`src/rtl/bsg_dff_chain_valid_pkg.sv`:
```
// Shared helpers for the valid/data register chain: occupancy-counter width sizing.
package bsg_dff_chain_valid_pkg;

  // Bits needed to encode x distinct values, never less than one bit.
  function automatic int safe_clog2(input int x);
    int r;
    r = 0;
    for (int i = 0; i < 31; i++) begin
      if ((1 << i) < x) r = i + 1;
    end
    return (r == 0) ? 1 : r;
  endfunction

endpackage

```
`src/rtl/bsg_dff_chain_valid_stage.sv`:
```
// One pipeline slot: a resettable valid bit plus an unreset data register,
// both updating only when the slot is told to advance.
module bsg_dff_chain_valid_stage #(
  parameter int width_p = 16
) (
  input  logic               clk_i,
  input  logic               reset_i,
  input  logic               clear_i,
  input  logic               advance_i,
  input  logic               v_i,
  input  logic [width_p-1:0] data_i,
  output logic               v_o,
  output logic [width_p-1:0] data_o
);

  logic               v_q, v_d;
  logic [width_p-1:0] data_q, data_d;

  always_comb begin
    v_d    = v_q;
    data_d = data_q;
    if (advance_i) begin
      v_d = v_i;
      if (v_i) data_d = data_i;
    end
    if (reset_i | clear_i) v_d = 1'b0;
  end

  always_ff @(posedge clk_i) begin
    v_q    <= v_d;
    data_q <= data_d;
  end

  assign v_o    = v_q;
  assign data_o = data_q;

endmodule

```
`src/rtl/bsg_dff_chain_valid.sv`:
```
// Valid/ready register chain of num_stages_p slots with flush and occupancy count.
// Define BSG_DFF_CHAIN_VALID_BUBBLE_COLLAPSE_EN for bubble-collapsing; default is global stall.
module bsg_dff_chain_valid
  import bsg_dff_chain_valid_pkg::*;
#(
  parameter int width_p      = 16,
  parameter int num_stages_p = 2
) (
  input  logic                                         clk_i,
  input  logic                                         reset_i,
  input  logic                                         flush_i,
  input  logic                                         v_i,
  input  logic [width_p-1:0]                           data_i,
  output logic                                         ready_and_o,
  output logic                                         v_o,
  output logic [width_p-1:0]                           data_o,
  input  logic                                         ready_and_i,
  output logic [safe_clog2(num_stages_p+1)-1:0]        count_o
);

  localparam int count_width_lp = safe_clog2(num_stages_p + 1);

  if (num_stages_p == 0) begin : g_pass
    assign v_o         = v_i;
    assign data_o      = data_i;
    assign ready_and_o = ready_and_i;
    assign count_o     = '0;
  end else begin : g_chain
    // Index 0 is the accepted upstream item; index num_stages_p is the output slot.
    logic               valid   [0:num_stages_p];
    logic [width_p-1:0] data    [0:num_stages_p];
    logic               advance [1:num_stages_p];
    logic [count_width_lp-1:0] count_sum;

`ifdef BSG_DFF_CHAIN_VALID_BUBBLE_COLLAPSE_EN
    // A slot may move when it is empty or the slot ahead of it moves.
    always_comb begin
      advance[num_stages_p] = ~valid[num_stages_p] | ready_and_i;
      for (int k = num_stages_p - 1; k >= 1; k--) begin
        advance[k] = ~valid[k] | advance[k+1];
      end
    end
`else
    for (genvar gi = 1; gi <= num_stages_p; gi++) begin : g_adv
      assign advance[gi] = ~v_o | ready_and_i;
    end
`endif

    assign ready_and_o = advance[1] & ~reset_i & ~flush_i;
    assign valid[0]    = v_i & ready_and_o;
    assign data[0]     = data_i;

    for (genvar gi = 1; gi <= num_stages_p; gi++) begin : g_stage
      bsg_dff_chain_valid_stage #(.width_p(width_p)) u_stage (
        .clk_i     (clk_i),
        .reset_i   (reset_i),
        .clear_i   (flush_i),
        .advance_i (advance[gi]),
        .v_i       (valid[gi-1]),
        .data_i    (data[gi-1]),
        .v_o       (valid[gi]),
        .data_o    (data[gi])
      );
    end

    always_comb begin
      count_sum = '0;
      for (int k = 1; k <= num_stages_p; k++) begin
        count_sum = count_sum + count_width_lp'(valid[k]);
      end
    end

    assign v_o     = valid[num_stages_p];
    assign data_o  = data[num_stages_p];
    assign count_o = count_sum;
  end

endmodule
```
`config.mk`:
```
export PLATFORM = sky130hd
export DESIGN_NAME = bsg_dff_chain_valid
export DESIGN_NICKNAME = d
export VERILOG_FILES = /design/src/rtl/bsg_dff_chain_valid_pkg.sv /design/src/rtl/bsg_dff_chain_valid_stage.sv /design/src/rtl/bsg_dff_chain_valid.sv
export SDC_FILE = /design/constraint.sdc
export NUM_CORES = 1
export LEC_CHECK = 0
export BUFFER_PORTS_ARGS = -buffer_cell sky130_fd_sc_hd__buf_2
export CAP_MARGIN = 10
export CORE_MARGIN = 2
export CORE_UTILIZATION = 46
export CTS_BUF_LIST = sky130_fd_sc_hd__clkbuf_4 sky130_fd_sc_hd__clkbuf_8
export CTS_CLUSTER_DIAMETER = 30
export DETAILED_ROUTE_END_ITERATION = 10
export GPL_TIMING_DRIVEN = 1
export PLACE_DENSITY = 0.77
export REMOVE_ABC_BUFFERS = 1
export SYNTH_ARGS = -nofsm -noshare
export SYNTH_HDL_FRONTEND = slang
export SYNTH_SLANG_ARGS = --single-unit
```
`constraint.sdc`:
```
create_clock -name clk_i -period 1.39 [get_ports clk_i]
set_input_delay 0.0695 -clock clk_i [delete_from_list [all_inputs] [get_ports clk_i]]
set_output_delay 0.0695 -clock clk_i [all_outputs]
set_load 0.01 [all_outputs]
```
---- After elaboration in Yosys (flattened, before gate mapping) ----
Cells that the tools add are included.
word-level totals
  register bits ........................... 34
  bits in read-only memories .............. 0
  memories kept ........................... 0
  RAM bits ................................ 0
  word-level logic and storage cells ...... 15
  latch bits .............................. 0
  bits of input ports ..................... 21
cells by class
  bitwise operators ....................... 8
  equal/unequal tests ..................... 0
  $mul .................................... 0
  divide/modulo/power cells ............... 0
  $add $sub $neg .......................... 1
  magnitude comparators ................... 0
  shift operators ......................... 0
  muxes and demuxes ....................... 0
  reduce and logical (&&, ||, !) cells .... 2
operators with widths
  cell               number
  $reduce_and A2 Y1  2
  $and A1 B1 Y1      3
  $not A1 Y1         3
  $add A1 B1 Y2      1
  $or A1 B1 Y1       2

---- Depth between registers and ports, before layout ----
  depth in word-level cells ............... 6
  gate-level depth with buffers ........... 3

---- Modules after synthesis ----
A second synthesis with hierarchy kept.
unflattened totals
  cells, all modules ...................... 45
  area total of the unflattened synthesis .. 1106.1 µm²
by module, submodules not included
  module                     times used  seq. area each (µm²)  area each (µm²)  cells an instance
  bsg_dff_chain_valid_stage  2           500.5                 528.0            20
  bsg_dff_chain_valid        1           0.0                   50.0             5

---- Worst setup path after synthesis ----
Ideal clock, no wire load.
  path type ............................... register to register
  from .................................... register g_chain.g_stage[2].u_stage.v_q
  to ...................................... register g_chain.g_stage[1].u_stage.data_q[0] (enable)
  data arrival time ....................... 1198 ps
  setup time .............................. 374 ps
  data required time ...................... 1016 ps
  stages on the path, launching flop included .. 4
  path buffers ............................ 0
  path slack .............................. -181 ps
  cells stage by stage .................... dfxtp_1 nor2b_2 nor3_2 and2_1
between the ends
  word-level cells in the longest chain between the ends .. 6
ends and longest elaborated chain
  what                                line                             text
  start, declared                     bsg_dff_chain_valid_stage.sv:16  logic v_q, v_d;
  start signal, assigned              bsg_dff_chain_valid_stage.sv:30  v_q <= v_d;
  $not A1 Y1                          bsg_dff_chain_valid.sv:45        assign advance[gi] = ~v_o | ready_and_i;
  $or A1 B1 Y1                        bsg_dff_chain_valid.sv:45
  $and A1 B1 Y1 (2 in a row)          bsg_dff_chain_valid.sv:49        assign ready_and_o = advance[1] & ~reset_i & ~flush_i;
  via ready_and_o                     bsg_dff_chain_valid.sv:14        output logic ready_and_o,
  $and A1 B1 Y1                       bsg_dff_chain_valid.sv:50        assign valid[0] = v_i & ready_and_o;
  $reduce_and A2 Y1 (no source line)  --
  end signal, assigned                bsg_dff_chain_valid_stage.sv:31  data_q <= data_d;
  end, declared                       bsg_dff_chain_valid_stage.sv:17  logic [width_p-1:0] data_q, data_d;
The timed path passes the listed nets, and every way through them passes these cells.
A chain may end at the register's enable or synchronous reset.

---- Worst setup path after layout ----
  from .................................... register g_chain.g_stage[2].u_stage.v_q
  to ...................................... register g_chain.g_stage[1].u_stage.data_q[3] (enable)
between the ends
  word-level cells in the longest chain between the ends .. 6
ends and longest elaborated chain
  what                                    line
  $not A1 Y1 (*)                          bsg_dff_chain_valid.sv:45
  $or A1 B1 Y1 (*)                        bsg_dff_chain_valid.sv:45
  $and A1 B1 Y1 (2 in a row)              bsg_dff_chain_valid.sv:49
  $and A1 B1 Y1                           bsg_dff_chain_valid.sv:50
  $reduce_and A2 Y1 (no source line) (*)  --
Every way passes the cells marked *; elsewhere a longest branch is shown, timed or not.

==> results.json <==
{
  "dieHeight_um": 55.08,
  "dp_hpwl_mm": 1.160,
  "yosysUniqueCellTypes": 11,
  "numClockSinks": 34,
  "finalHoldViolCount": 0,
  "vias_per_cell": 4.493,
  "drtIter0Drc": 6,
  "worst-path-buf-inv": 1,
  "initial_core_util_pct": 48.43,
  "netlist_area_um2": 1200,
  "final_antenna_net_count": 0,
  "hold-worst-slack_ps": 42.35,
  "clk_latency_ps": 330,
  "slowest_delay_ps": 340,
  "first_global_vias": 622,
  "insertedDiodeCount": 0,
  "relSlewSlack_pct": 85.83,
  "drv_slew": 0,
  "cp_top_family": "simple AND/OR/NAND/NOR gates",
  "rows": 18,
  "portBuffers": 40,
  "avgSynthCellArea_um2": 20.00,
  "critPathSlowestCell": "dfxtp_2",
  "wl_mm": 1.867,
  "clock.fmax_mhz": 806.2,
  "setup_viol": 0,
  "worst_pin_slew_ps": 212.6,
  "vdd_drop_max_mv": 0.7775,
  "critPathMaxFanout": 16,
  "post-route-period-util_pct": 89.24,
  "die_w_um": 55.08,
  "track_usage_pct": 14.24,
  "cp-start-kind": "flop",
  "h-tree-depth": 2,
  "cts_tree": "yes",
  "drv_cap": 0,
  "synthCells": 60,
  "gp_congestion": 0.6222,
  "period_minus_slack_ps": 1240,
  "multi_input_area_um2": 78.83,
  "r2r_slack_ps": 150,
  "syn2layout_area_growth_pct": 32.53,
  "utilization_pct": 64.19,
  "total_power_w": 0.001842,
  "drtPass1Iterations": 4,
  "whs_path_depth": 4,
  "fin_setup_tns_ps": 0,
  "drc": 0,
  "cts_max_path_buffers": 2,
  "wl_per_cell_um": 13.15,
  "fp.dieArea_um2": 3033,
  "worstSetupEndpointType": "flop",
  "grt_max_degree": 17,
  "num-fill-cells": 186,
  "critPathArrivalTime_ps": 1290,
  "skew_ps": 3.534,
  "yosys_warnings": 0,
  "ys_seq_elements": 34,
  "worstPathCellList": "nor2b_2 -> nor3_2 -> and2_1 -> buf_12",
  "cts_root_buffer": "clkbuf_4",
  "clk_pin_slew_worst_paths_ps": 90,
  "rsz0062_at_grt": "false",
  "vias": 638,
  "crit_required_ps": 1440,
  "cts-buffers-inserted": 5,
  "drive_gt1_share_pct": 48.21,
  "fin_nets": 133,
  "status": "finished clean",
  "p_leak_nw": 0.6361,
  "rr_worst_depth": 4,
  "io_pins": 41,
  "grt_first_pass_wirelength_mm": 2.663,
  "power_density_nw_per_um2": 1159,
  "yosysSeqAreaShare_pct": 83.42,
  "ff_latch_area_um2": 1002,
  "core_area_um2": 2477,
  "grt_overflow": 0,
  "worstSetupPathType": "reg2reg",
  "antenna_found_initial": 0,
  "worstSetupPathDepth": 4,
  "hold_path.class": "in2reg"
}
-- kinds of logic (layout without fill, tap and decap cells) --
| group | after synthesis | in the layout | share of synthesized area [%] |
|---|---|---|---|
| flip-flops | 34 | 34 | 83.42 |
| buffers and inverters | 16 | 68 | 10.01 |
| AND/OR/NAND/NOR | 8 | 8 | 4.692 |
| adder cells (fa/ha/maj) | 1 | 1 | 1.043 |
| multiplexers | 1 | 1 | 0.8342 |
-- stage by stage --
stage          setup slack [ps]  cells  area (µm²)
2_1_floorplan            -181.3     44        1080
6_report                  149.6    142        1590
4_1_cts                   18.17    143        1599
5_1_grt                   69.83    142        1590
3_3_place_gp              174.5    116        1345
3_5_place_dp              146.4    116        1345
-- power by group --
part	leakage [nW]	switching (W)	internal (W)
Clock	0.0387	0.000301	0.000264
Combinational	0.287	0.0000495	0.0000732
Sequential	0.311	0.00000738	0.00115
Total	0.636	0.000358	0.00148
-- layout make-up --
| class | count | area share (%) |
|---|---|---|
| Clock buffer | 7 | 3.698 |
| Clock inverter | 1 | 0.3147 |
| Multi-Input combinational cell | 10 | 4.957 |
| Sequential cell | 34 | 63.02 |
| Tap cell | 30 | 2.360 |
| Timing Repair Buffer | 60 | 25.65 |
-- path summary, 6_finish.rpt --
kind,from,to
hold reg to reg,g_chain.g_stage[1].u_stage.data_o[3]$_DFFE_PP_,g_chain.g_stage[2].u_stage.data_o[3]$_DFFE_PP_
setup reg to reg,g_chain.g_stage[2].u_stage.v_o$_SDFFE_PP0N_,g_chain.g_stage[1].u_stage.data_o[3]$_DFFE_PP_
hold / removal,ready_and_i,g_chain.g_stage[2].u_stage.v_o$_SDFFE_PP0N_
setup / recovery,g_chain.g_stage[2].u_stage.v_o$_SDFFE_PP0N_,g_chain.g_stage[1].u_stage.data_o[3]$_DFFE_PP_
-- flip-flops by register name, indices dropped and copies added (netlist names) --
signal / cells
g_chain.g_stage.u_stage.data_o: 32
g_chain.g_stage.u_stage.v_o: 2
-- layout by cell type (no fill, tap or decap) --
| cell | instances |
|---|---|
| dfxtp_2 | 1 |
| clkbuf_8 | 1 |
| nor3_2 | 2 |
| nor3_1 | 1 |
| buf_2 | 40 |
| and2_1 | 2 |
| nand2b_1 | 1 |
| nor2b_2 | 1 |
| buf_12 | 1 |
| nor2_1 | 1 |
| edfxtp_1 | 32 |
| buf_4 | 1 |
| ha_1 | 1 |
| dfxtp_1 | 1 |
| clkinv_2 | 1 |
| dlygate4sd3_1 | 18 |
| mux2i_1 | 1 |
| clkbuf_4 | 6 |
-- metal layers --
metal | track usage [%] | vias to the layer above | part of all wire (%)
li1 | - | 303 | -
met1 | 14.00 | 303 | 36
met2 | 24.40 | 28 | 54
met3 | 4.839 | 4 | 8.0
met4 | 10.98 | 0 | 1.4
met5 | 0 | - | 0
-- cell usage after synthesis (all sizes together) --
library cell | number | area, µm²
edfxtp | 32 | 960.9
buf | 16 | 120.1
nor3 | 3 | 25.02
and2 | 2 | 12.51
dfxtp | 2 | 40.04
ha | 1 | 12.51
mux2i | 1 | 10.01
nand2b | 1 | 6.260
nor2 | 1 | 3.750
nor2b | 1 | 8.760
-- worst reg2reg max path: cells and delay by family (launching register included) --
| family | cells | cell delay, ps |
|---|---|---|
| flops | 1 | 340 |
| buf+inv | 1 | 160 |
| simple gates | 3 | 460 |
-- what timing repair did --
item                       CTS  global route
gates resized for setup      0             1
hold endpoints to repair    18             0
hold buffers                19             0
setup buffers                0             0
setup endpoints to repair    0             1
No activity file was read; power rests on OpenSTA's default activity.
